<file path="src/rtl/stream_mux_rr_if.sv">
// Stream mux bundle: N producer lanes in, one registered consumer lane out.
// slave modport is the mux side, master modport is the producer/consumer side.
interface stream_mux_rr_if #(
    parameter int WIDTH    = 8,
    parameter int CHANNELS = 4,
    parameter int SEL_W    = 2
);
    logic                      mode;
    logic [SEL_W-1:0]          address;
    logic [CHANNELS-1:0]       in_valid;
    logic [CHANNELS-1:0]       in_last;
    logic [CHANNELS*WIDTH-1:0] in_data;
    logic [CHANNELS-1:0]       in_ready;
    logic                      out_valid;
    logic [WIDTH-1:0]          out_data;
    logic                      out_last;
    logic [SEL_W-1:0]          out_chan;
    logic                      out_ready;

    modport slave (
        input  mode, address, in_valid, in_last, in_data, out_ready,
        output in_ready, out_valid, out_data, out_last, out_chan
    );

    modport master (
        output mode, address, in_valid, in_last, in_data, out_ready,
        input  in_ready, out_valid, out_data, out_last, out_chan
    );
endinterface

</file>
<file path="src/rtl/stream_mux_rr.sv">
// N:1 packet-atomic stream mux (fixed address or round-robin), one output register stage, latency 1.
// Backpressure: out_ready combinationally gates in_ready; a stalled full output register holds and blocks all inputs.
module stream_mux_rr #(
    parameter int WIDTH    = 8,
    parameter int CHANNELS = 4,
    parameter int SEL_W    = 2
) (
    input  logic            clk,
    input  logic            rst_n,
    stream_mux_rr_if.slave  bus
);
    localparam logic [0:0] ST_ARB  = 1'b0;
    localparam logic [0:0] ST_LOCK = 1'b1;

    logic [0:0]       state;
    logic [SEL_W-1:0] rr_ptr;
    logic [SEL_W-1:0] lock_chan;
    logic [SEL_W-1:0] grant;
    logic             grant_valid;
    logic             load;
    logic             xfer;
    logic [WIDTH-1:0] sel_data;
    logic             sel_last;

    always_comb begin
        grant       = '0;
        grant_valid = 1'b0;
        if (state == ST_LOCK) begin
            grant = lock_chan;
            for (int i = 0; i < CHANNELS; i++) begin
                if (lock_chan == SEL_W'(i)) grant_valid = bus.in_valid[i];
            end
        end else if (!bus.mode) begin
            // Out-of-range addresses match no lane and so never grant.
            grant = bus.address;
            for (int i = 0; i < CHANNELS; i++) begin
                if (bus.address == SEL_W'(i)) grant_valid = bus.in_valid[i];
            end
        end else begin
            grant_valid = |bus.in_valid;
            // Walk from farthest to nearest so the lane just after rr_ptr wins.
            for (int k = CHANNELS; k >= 1; k--) begin
                if (bus.in_valid[(int'(rr_ptr) + k) % CHANNELS])
                    grant = SEL_W'((int'(rr_ptr) + k) % CHANNELS);
            end
        end
    end

    assign load = !bus.out_valid || bus.out_ready;
    assign xfer = load && grant_valid;

    always_comb begin
        bus.in_ready = '0;
        sel_data     = '0;
        sel_last     = 1'b0;
        for (int i = 0; i < CHANNELS; i++) begin
            if (grant == SEL_W'(i)) begin
                bus.in_ready[i] = xfer;
                sel_data        = bus.in_data[i*WIDTH +: WIDTH];
                sel_last        = bus.in_last[i];
            end
        end
    end

    always_ff @(posedge clk or negedge rst_n) begin
        if (!rst_n) begin
            bus.out_valid <= 1'b0;
            bus.out_data  <= '0;
            bus.out_last  <= 1'b0;
            bus.out_chan  <= '0;
            state         <= ST_ARB;
            rr_ptr        <= SEL_W'(CHANNELS - 1);
            lock_chan     <= '0;
        end else begin
            if (load) begin
                bus.out_valid <= xfer;
                if (xfer) begin
                    bus.out_data <= sel_data;
                    bus.out_last <= sel_last;
                    bus.out_chan <= grant;
                end
            end
            if (xfer) begin
                if (sel_last) begin
                    state  <= ST_ARB;
                    rr_ptr <= grant;
                end else if (state == ST_ARB) begin
                    state     <= ST_LOCK;
                    lock_chan <= grant;
                end
            end
        end
    end
endmodule

</file>
<file path="src/flat_wrapper.sv">
// flat-port wrapper written by rule: the top's interface ports become plain ports
module stream_mux_rr_flat 
#(
    parameter int WIDTH    = 8,
    parameter int CHANNELS = 4,
    parameter int SEL_W    = 2
)
  (clk, rst_n, bus_mode, bus_address, bus_in_valid, bus_in_last, bus_in_data, bus_out_ready, bus_in_ready, bus_out_valid, bus_out_data, bus_out_last, bus_out_chan);
  stream_mux_rr_if #(.WIDTH(WIDTH), .CHANNELS(CHANNELS), .SEL_W(SEL_W)) bus_i ();
  input  logic clk;
  input  logic rst_n;
  input wire logic [$bits(bus_i.mode)-1:0] bus_mode;
  input wire logic [$bits(bus_i.address)-1:0] bus_address;
  input wire logic [$bits(bus_i.in_valid)-1:0] bus_in_valid;
  input wire logic [$bits(bus_i.in_last)-1:0] bus_in_last;
  input wire logic [$bits(bus_i.in_data)-1:0] bus_in_data;
  input wire logic [$bits(bus_i.out_ready)-1:0] bus_out_ready;
  output wire logic [$bits(bus_i.in_ready)-1:0] bus_in_ready;
  output wire logic [$bits(bus_i.out_valid)-1:0] bus_out_valid;
  output wire logic [$bits(bus_i.out_data)-1:0] bus_out_data;
  output wire logic [$bits(bus_i.out_last)-1:0] bus_out_last;
  output wire logic [$bits(bus_i.out_chan)-1:0] bus_out_chan;
  assign bus_i.mode = bus_mode;
  assign bus_i.address = bus_address;
  assign bus_i.in_valid = bus_in_valid;
  assign bus_i.in_last = bus_in_last;
  assign bus_i.in_data = bus_in_data;
  assign bus_i.out_ready = bus_out_ready;
  assign bus_in_ready = bus_i.in_ready;
  assign bus_out_valid = bus_i.out_valid;
  assign bus_out_data = bus_i.out_data;
  assign bus_out_last = bus_i.out_last;
  assign bus_out_chan = bus_i.out_chan;
  stream_mux_rr #(.WIDTH(WIDTH), .CHANNELS(CHANNELS), .SEL_W(SEL_W)) u_core (.clk(clk), .rst_n(rst_n), .bus(bus_i));
endmodule
</file>
<file path="config.mk">
export PLATFORM = sky130hd
export DESIGN_NAME = stream_mux_rr_flat
export DESIGN_NICKNAME = d
export VERILOG_FILES = /design/src/rtl/stream_mux_rr_if.sv /design/src/rtl/stream_mux_rr.sv /design/src/flat_wrapper.sv
export SDC_FILE = /design/constraint.sdc
export NUM_CORES = 1
export LEC_CHECK = 0
export ABC_AREA = 1
export CELL_PAD_IN_SITES_DETAIL_PLACEMENT = 1
export CELL_PAD_IN_SITES_GLOBAL_PLACEMENT = 2
export CORE_MARGIN = 2
export CORE_UTILIZATION = 30
export DETAILED_ROUTE_END_ITERATION = 10
export DONT_BUFFER_PORTS = 1
export HOLD_SLACK_MARGIN = 0.1
export PLACE_DENSITY_LB_ADDON = 0.15
export SYNTH_ARGS = -nofsm -noshare
export SYNTH_HDL_FRONTEND = slang
export SYNTH_SLANG_ARGS = --single-unit
export TNS_END_PERCENT = 20
</file>
<file path="constraint.sdc">
create_clock -name clk -period 3.2 [get_ports clk]
set_clock_uncertainty 0.05 [all_clocks]
set_input_delay 0.48 -clock clk [delete_from_list [all_inputs] [get_ports clk]]
set_output_delay 0.48 -clock clk [all_outputs]
set_load 0.02 [all_outputs]
</file>
==> results.py <==
metrics = {
    "yosys": {
        "synth_cell_types": 29,
        "synth_top_cell_by_area": "nand2_1",
        "ys_seq_area_frac": 0.3149,
        "synth-async-reset-ratio": 1.000,
        "syn_area_mm2": 0.001359,
        "syn-num-nets": 255,
        "syn_avg_cell_area_um2": 6.501,
        "netlist_top_cells_area": "nand2_1 (28%), dfrtp_1 (28%), inv_1 (4.4%)",
        "synth_commonest_cells": "nand2_1 (103), inv_1 (16), dfrtp_1 (15)",
        "synth_seq_cells": 17,
        "yosysWarnings": 0,
        "yosysMostFrequentCell": "nand2_1",
        "synth_top_area_share": 0.2845,
        "postSynthCellCount": 209,
        "synthFlopType": "dfrtp_1",
        "synth_edf_count": 0,
    },
    "worst_setup_path": {
        "required_ns": 2.67,
        "cp_num_cells": 12,
        "reg2reg_depth": 18,
        "cpMostUsedCell": "nand2_1",
        "crit_family": "simple AND/OR/NAND/NOR gates",
        "critical_path_class": "reg -> out",
        "worstPathCellList": "inv_6 -> nand2_1 -> nand2_1 -> nand2_1 -> nand2_1 -> nand2_1 -> nand3_1 -> nand3_2 -> nand3_4 -> nand2_4 -> nand2_2 -> nor2_1",
        "worstPathArrival_ns": 2.27,
        "crit_buf_inv": 1,
        "worstSetupEndpointType": "output port",
        "startpoint_type": "flip-flop",
        "cp_max_fo": 9,
        "slowest_delay_ns": 0.64,
        "critPathSlowestCell": "dfstp_2",
    },
    "worst_hold_path": {
        "min_path_type": "in -> reg",
        "hold_depth": 1,
    },
    "global_routing": {
        "grt_pass1_vias": 1497,
        "grt_pass1_wl_um": 7003,
        "antenna_found_initial": 0,
        "grt-ovfl-total": 0,
        "grt_max_degree": 20,
        "grt_usage": 0.1695,
    },
    "sta": {
        "min_period_ns": 2.802,
        "setup_violations": 0,
        "maxSlewViolCount": 0,
        "worst_slew_pin_slew_ns": 0.8119,
        "totalNegativeSetupSlack_ns": 0,
        "grt_setup_unrepaired": "no",
        "period_share": 0.8755,
        "clock.fmax_mhz": 356.9,
        "hold_viol": 0,
        "relSlewSlack": 0.4570,
        "whs_ns": 0.2748,
    },
    "die": {
        "initial_core_util": 0.3121,
        "ios": 62,
        "std_cell_rows": 24,
        "die_area_mm2": 0.005084,
        "core_mm2": 0.004354,
        "die_width_um": 71.30,
        "die_h_um": 71.30,
    },
    "routing": {
        "routed_wl_um": 4069,
        "post-route-drc-count": 0,
        "routed_via_density": 5.098,
        "dr.pass1.iters": 4,
        "drt_iter0_markers": 62,
        "ant_nets": 0,
        "post_drt_wl_per_cell_um": 15.41,
        "vias": 1346,
    },
    "placement": {
        "routabilityCongestion": 0.7237,
        "portBuffers": 0,
        "dpl.hpwl_um": 3237,
        "placedCellCount": 259,
        "post_dp_cell_area_mm2": 0.001403,
    },
    "clock_tree": {
        "clk_latency_ns": 0.26,
        "clkSlewWorstSetupHoldPaths_ns": 0.07,
        "cts-root-buf": "clkbuf_8",
        "numCtsBuffers": 3,
        "cts_tree": "built",
        "cts_buffer_depth": 2,
        "clock-sinks": 17,
        "cts_htree_levels": 1,
    },
    "layout": {
        "fin_area_mm2": 0.001458,
        "drive_above_1_share": 0.1462,
        "antennaDiodeCount": 0,
        "layout.nets": 259,
        "fin_cells": 264,
        "area_delta_synth_final_pct": 7.275,
    },
    "power": {
        "vdd_drop_max_uv": 406.0,
        "power_density_mw_per_mm2": 1160,
        "leakagePower_uw": 0.0007552,
    },
    "run_status": {
        "outcome": "finished clean",
    },
    "job": {
        "maxCapViolCount": 0,
    },
}
-- per-layer routing --
layer,GRT usage,wire [um]
met4,0.03774,36
met3,0.03376,257
met1,0.2105,1778
met5,0,0
met2,0.3025,1997
-- path summary, 6_finish.rpt --
kind	from	endpoint	slack (ns)
hold / removal	bus_out_ready	u_core.bus.out_valid	0.27
hold reg to reg	u_core.rr_ptr[1]	u_core.rr_ptr[1]	0.44
min in group asynchronous	rst_n	u_core.state	0.71
max in group asynchronous	rst_n	u_core.bus.out_data[0]	1.89
setup / recovery	u_core.rr_ptr[0]	bus_in_ready[3]	0.40
setup reg to reg	u_core.rr_ptr[0]	u_core.bus.out_data[5]	0.84
-- through the flow --
step,utilization,power [uW],setup WS [ns]
floorplan,-,1330,0.7903
global placement,0.3221,1506,0.6858
detailed placement,0.3221,1535,0.6574
CTS,0.3348,1717,0.3655
global route,0.3348,1877,0.1861
finish,0.3348,1690,0.3984
-- cells by family (layout without fill, tap and decap cells) --
logic type	count (synthesis)	after routing	share of synthesized area
buffers and inverters	26	29	0.09577
and+or+nand+nor	147	147	0.5018
DFF	17	17	0.3149
AOI/OAI and AO/OA	19	19	0.08748
-- area by class of cell --
cell class	instances	area [um^2]
Sequential cell	17	427.9
Tap cell	52	65.06
Inverter	21	86.33
Clock buffer	4	45.04
Fill cell	556	2897
Multi-Input combinational cell	166	800.8
Timing Repair Buffer	4	32.53
-- power by group --
part	total, uW	internal [uW]	switching, uW
Clock	166	88.5	77.6
Combinational	1010	324	686
Sequential	514	328	186
-- cell usage in the layout (no fill, tap or decap) --
| cell | count |
|---|---|
| o21ai_2 | 1 |
| o211ai_1 | 2 |
| nand3_2 | 3 |
| nor2_1 | 8 |
| o21ai_0 | 8 |
| a21oi_4 | 1 |
| clkbuf_8 | 3 |
| nor3_1 | 2 |
| nor2_2 | 1 |
| o21ai_1 | 2 |
| a41oi_1 | 1 |
| nand2_1 | 103 |
| nand4_2 | 3 |
| nand2_4 | 2 |
| dfrtp_1 | 15 |
| inv_6 | 1 |
| dlygate4sd3_1 | 1 |
| clkbuf_1 | 1 |
| nand3_1 | 11 |
| inv_1 | 16 |
| inv_2 | 3 |
| dfstp_2 | 2 |
| nand4_1 | 7 |
| inv_4 | 1 |
| nand2_2 | 5 |
| nand3_4 | 1 |
| a21oi_1 | 4 |
| nor2_4 | 1 |
| buf_4 | 3 |
-- flip-flops by register name (all words and copies together), names as in the netlist --
| register | flops |
|---|---|
| u_core.bus.out_chan | 2 |
| u_core.bus.out_valid | 1 |
| u_core.state | 1 |
| u_core.bus.out_last | 1 |
| u_core.rr_ptr | 2 |
| u_core.lock_chan | 2 |
| u_core.bus.out_data | 8 |
-- repair_timing --
item | 4_1_cts | 5_1_grt
buffers inserted | 0 | 0
hold buffers | 1 | 0
gates resized for setup | 0 | 0
endpoints found under the hold margin | 17 | 0
No activity file was read; power rests on OpenSTA's default activity.
